File: config.mk
export PLATFORM = sky130hd
export DESIGN_NAME = fifo_downsize
export DESIGN_NICKNAME = d
export VERILOG_FILES = /design/src/rtl/fifo_downsize.sv
export SDC_FILE = /design/constraint.sdc
export NUM_CORES = 2
export LEC_CHECK = 0
export CAP_MARGIN = 20
export CELL_PAD_IN_SITES_DETAIL_PLACEMENT = 1
export CELL_PAD_IN_SITES_GLOBAL_PLACEMENT = 1
export CORE_UTILIZATION = 55
export DETAILED_ROUTE_END_ITERATION = 10
export GPL_TIMING_DRIVEN = 0
export PLACE_DENSITY = 0.87
export SLEW_MARGIN = 20
export SYNTH_ARGS = -nofsm -noshare
export SYNTH_HDL_FRONTEND = slang
export SYNTH_SLANG_ARGS = --single-unit
File: constraint.sdc
create_clock -name clk -period 23.9 [get_ports clk]
set_clock_uncertainty 0.05 [all_clocks]
set_input_delay 4.78 -clock clk [delete_from_list [all_inputs] [get_ports clk]]
set_output_delay 4.78 -clock clk [all_outputs]
set_load 0.01 [all_outputs]
File: src/rtl/fifo_downsize.sv
// Width-converting FIFO: accepts IN_W-bit beats and returns them as RATIO OUT_W-bit words,
// first-word fall-through, with sticky overflow/underflow flags.
module fifo_downsize #(
    parameter int unsigned IN_W      = 128,
    parameter int unsigned OUT_W     = 32,
    parameter int unsigned DEPTH     = 64,
    parameter bit          MSW_FIRST = 1'b1,
    parameter int unsigned AF_LEVEL  = DEPTH - 2 * (IN_W / OUT_W)
) (
    input  logic                     clk,
    input  logic                     resetn,
    input  logic                     flush_i,
    input  logic                     wr_en_i,
    input  logic [IN_W-1:0]          wr_data_i,
    input  logic                     rd_en_i,
    output logic [OUT_W-1:0]         rd_data_o,
    output logic                     empty_o,
    output logic                     full_o,
    output logic                     almost_full_o,
    output logic [$clog2(DEPTH):0]   count_o,
    output logic                     overflow_o,
    output logic                     underflow_o
);

    localparam int unsigned RATIO = IN_W / OUT_W;
    localparam int unsigned PW    = $clog2(DEPTH);
    localparam int unsigned CW    = PW + 1;

    logic [PW-1:0]    wr_ptr_q, wr_ptr_d;
    logic [PW-1:0]    rd_ptr_q, rd_ptr_d;
    logic [CW-1:0]    count_q, count_d;
    logic             overflow_q, overflow_d;
    logic             underflow_q, underflow_d;
    logic [OUT_W-1:0] mem_q [DEPTH];
    logic [OUT_W-1:0] wr_words [RATIO];
    logic [CW-1:0]    free_words;
    logic             wr_acc, rd_acc;

    // wr_words[0] is the word read first out of each beat.
    for (genvar g = 0; g < RATIO; g++) begin : g_split
        localparam int unsigned Slot = MSW_FIRST ? (RATIO - 1 - g) : g;
        assign wr_words[g] = wr_data_i[Slot*OUT_W +: OUT_W];
    end

    assign free_words    = CW'(DEPTH) - count_q;
    assign full_o        = free_words < CW'(RATIO);
    assign empty_o       = (count_q == '0);
    assign almost_full_o = 32'(count_q) >= AF_LEVEL;
    assign count_o       = count_q;
    assign overflow_o    = overflow_q;
    assign underflow_o   = underflow_q;
    assign rd_data_o     = mem_q[rd_ptr_q];

    assign wr_acc = wr_en_i && !full_o && !flush_i;
    assign rd_acc = rd_en_i && !empty_o && !flush_i;

    always_comb begin
        wr_ptr_d    = wr_ptr_q;
        rd_ptr_d    = rd_ptr_q;
        count_d     = count_q;
        overflow_d  = overflow_q || (wr_en_i && full_o);
        underflow_d = underflow_q || (rd_en_i && empty_o);
        if (flush_i) begin
            wr_ptr_d = '0;
            rd_ptr_d = '0;
            count_d  = '0;
        end else begin
            if (wr_acc) begin
                wr_ptr_d = wr_ptr_q + PW'(RATIO);
            end
            if (rd_acc) begin
                rd_ptr_d = rd_ptr_q + PW'(1);
            end
            count_d = count_q + (wr_acc ? CW'(RATIO) : CW'(0)) - (rd_acc ? CW'(1) : CW'(0));
        end
    end

    always_ff @(posedge clk) begin
        if (!resetn) begin
            wr_ptr_q    <= '0;
            rd_ptr_q    <= '0;
            count_q     <= '0;
            overflow_q  <= 1'b0;
            underflow_q <= 1'b0;
        end else begin
            wr_ptr_q    <= wr_ptr_d;
            rd_ptr_q    <= rd_ptr_d;
            count_q     <= count_d;
            overflow_q  <= overflow_d;
            underflow_q <= underflow_d;
        end
    end

    // Storage is not reset; a beat never straddles the wrap since DEPTH % RATIO == 0.
    always_ff @(posedge clk) begin
        if (resetn && wr_acc) begin
            for (int unsigned i = 0; i < RATIO; i++) begin
                mem_q[wr_ptr_q + PW'(i)] <= wr_words[i];
            end
        end
    end

endmodule

==> flow_summary.json <==
{
  "coreArea_mm2": 0.142,
  "routedWlPerCell_um": 51.5,
  "path_class": "reg -> out",
  "outcome": "finished, final reports clean",
  "rrSetupSlack_ns": 18.11,
  "clockBufferDepth": 3,
  "period_needed_ns": 11.08,
  "dp_slack_ns": 14.41,
  "overflow": 0,
  "r2r_cells": 14,
  "htree_num_levels": 4,
  "hold_path_end": "overflow_o$_SDFF_PN0_",
  "hold_viol": 0,
  "synthDistinctLibCells": 55,
  "maxSlewViolCount": 0,
  "gp_congestion": 0.836,
  "rr_startpoint": "count_o[1]$_SDFF_PP0_",
  "worstSkewPairLatency_ns": 0.87,
  "setup-violations-final": 0,
  "hpwl_um": 166000,
  "place_area_mm2": 0.0854,
  "setup_slack_ns": 12.82,
  "post_cts_resized": 0,
  "drtPass1Iterations": 9,
  "ys.warnings.count": 0,
  "layout_common_cells": "edfxtp_1, mux4_2, clkbuf_16",
  "via_per_inst": 7.99,
  "drt_iter0_drc": 10867,
  "dpl.cell_count": 5613,
  "fin_area_mm2": 0.0921,
  "start_util_pct": 55.6,
  "final-instance-count-excl-fill": 6011,
  "drc": 0,
  "die_h_um": 381,
  "cp-start-kind": "register",
  "nNetsFinal": 4072,
  "final_common_cell": "edfxtp_1",
  "p_per_area_mw_per_mm2": 91.3,
  "vias": 48047,
  "crit_path_max_fanout": 10,
  "period_share_pct": 46.4,
  "num_io_pins": 177,
  "final_antenna_net_count": 0,
  "synth_edf_count": 2048,
  "clk_pin_slew_ns": 0.07,
  "syn-num-nets": 3523,
  "wl_um": 309000,
  "yosysSeqAreaShare_pct": 78.6,
  "hold_ws_ns": 0.506,
  "tns_ns": 0,
  "worst_pin_slew_ns": 1.41,
  "postCtsSetupBuffers": 0,
  "cts-root-buf": "clkbuf_16",
  "fmax_mhz": 90.2,
  "synth.cell_area_mm2": 0.0789,
  "p_leak_nw": 28.5,
  "grt_max_degree": 29,
  "io_buffers": 176,
  "max-slew-margin-rel_pct": 6.31,
  "synth_cells": 3375,
  "tritoncts": "yes",
  "cts.sinks": 2073,
  "cts.hold.buffers_added": 0,
  "endpoint_kind": "output port",
  "irDropWorstVdd_uv": 76.4,
  "synthFlopType": "edfxtp_1",
  "grt_setup_unrepaired": "no",
  "dieArea_mm2": 0.145,
  "synth_seq_cells": 2073,
  "drive_above_1_share_pct": 29.1,
  "antenna_found_initial": 24,
  "cp.required_ns": 19.07,
  "grt_pass1_wl_um": 392000,
  "grt_usage_pct": 40.2,
  "crit_arrival_ns": 6.25,
  "area_delta_synth_final_pct": 16.8,
  "min_path_cells": 2,
  "r2r-end": "mem_q[0][12]$_DFFE_PP_",
  "hold_path.class": "reg -> reg",
  "maxCapViolations": 0,
  "min_from": "overflow_o$_SDFF_PN0_",
  "async_flop_share_pct": 0,
  "die_w_um": 381,
  "avgSynthCellArea_um2": 23.4,
  "grt_pass1_vias": 46532,
  "cts_buffers": 198,
  "rows": 138
}
sequential cells by signal, indices dropped and copies added, names as in the netlist, named ones only:
register and flops:
rd_ptr_q 6, overflow_o 1, count_o 7, underflow_o 1, wr_ptr_q 4, mem_q 2048
power by group:
part | internal, W | switching [W]
logic | 0.000370 | 0.000583
registers | 0.00403 | 0.0000241
clock network | 0.00185 | 0.00155
total | 0.00625 | 0.00216
cell families after synthesis:
kind of cell | share of synthesized area (%)
muxes | 16.6
and+or+nand+nor | 1.29
DFF | 78.6
buffers and inverters | 1.19
AOI/OAI and AO/OA | 1.92
xor gates and xnor gates | 0.0889
adders and majority gates | 0.248
critical path, cell delays in order (launching register included):
cell             delay [ns]
dfxtp_1                0.37
buf_2                  0.44
buf_2                  0.66
buf_2                  0.71
buf_2                  0.61
nand3b_1               0.53
o221ai_1               0.35
a31oi_1                0.31
a21oi_1                0.07
nor2_1                 0.62
clkdlybuf4s50_1        0.69
worst max path at each step:
stage | start | end
2_1_floorplan | wr_en_i | mem_q[12][0]$_DFFE_PP_
3_3_place_gp | flush_i | mem_q[4][3]$_DFFE_PP_
3_5_place_dp | register | rd_data_o[23]
4_1_cts | register | rd_data_o[23]
5_1_grt | register | rd_data_o[29]
6_report | register | rd_data_o[1]
stage by stage:
| step | power (W) | util [%] |
|---|---|---|
| 6_report | 0.00841 | 64.9 |
| 5_1_grt | 0.00846 | 64.9 |
| 4_1_cts | 0.00826 | 64.8 |
| 3_5_place_dp | 0.00499 | 60.2 |
| 3_3_place_gp | 0.00495 | 58.5 |
| 2_1_floorplan | 0.00462 | - |
cell usage after synthesis, types with 13 or more instances:
cell      count  area (um^2)
edfxtp_1   2048        61500
mux4_2      537        12100
o22ai_1      96          601
nor2_1       88          330
mux2i_1      85          851
clkbuf_1     79          297
buf_2        54          270
nand2_1      51          191
a21oi_1      39          195
buf_4        31          233
dfxtp_1      25          500
o221ai_1     22          193
o21ai_0      18         90.1
a31oi_1      17          106
mux2_2       16          180
ha_1         14          175
inv_1        13         48.8
nor2b_1      13         81.3
routing by layer:
layer	global-route usage, %	share of wire [%]	up-vias	wire [um]
li1	-	-	15635	-
met1	48.5	29	23810	90300
met2	60.9	44	6610	137000
met3	13.4	16	1962	50900
met4	30.1	9.8	30	30500
met5	0	0.063	-	194
area by class of cell:
| cell class | count | area [um^2] |
|---|---|---|
| Antenna cell | 36 | 90.1 |
| Buffer | 179 | 957 |
| Clock buffer | 245 | 5310 |
| Clock inverter | 116 | 1260 |
| Fill cell | 11107 | 49800 |
| Inverter | 14 | 52.6 |
| Multi-Input combinational cell | 1109 | 16000 |
| Sequential cell | 2073 | 62000 |
| Tap cell | 1890 | 2360 |
| Timing Repair Buffer | 349 | 4050 |
Power figures use the tool's default switching activity.
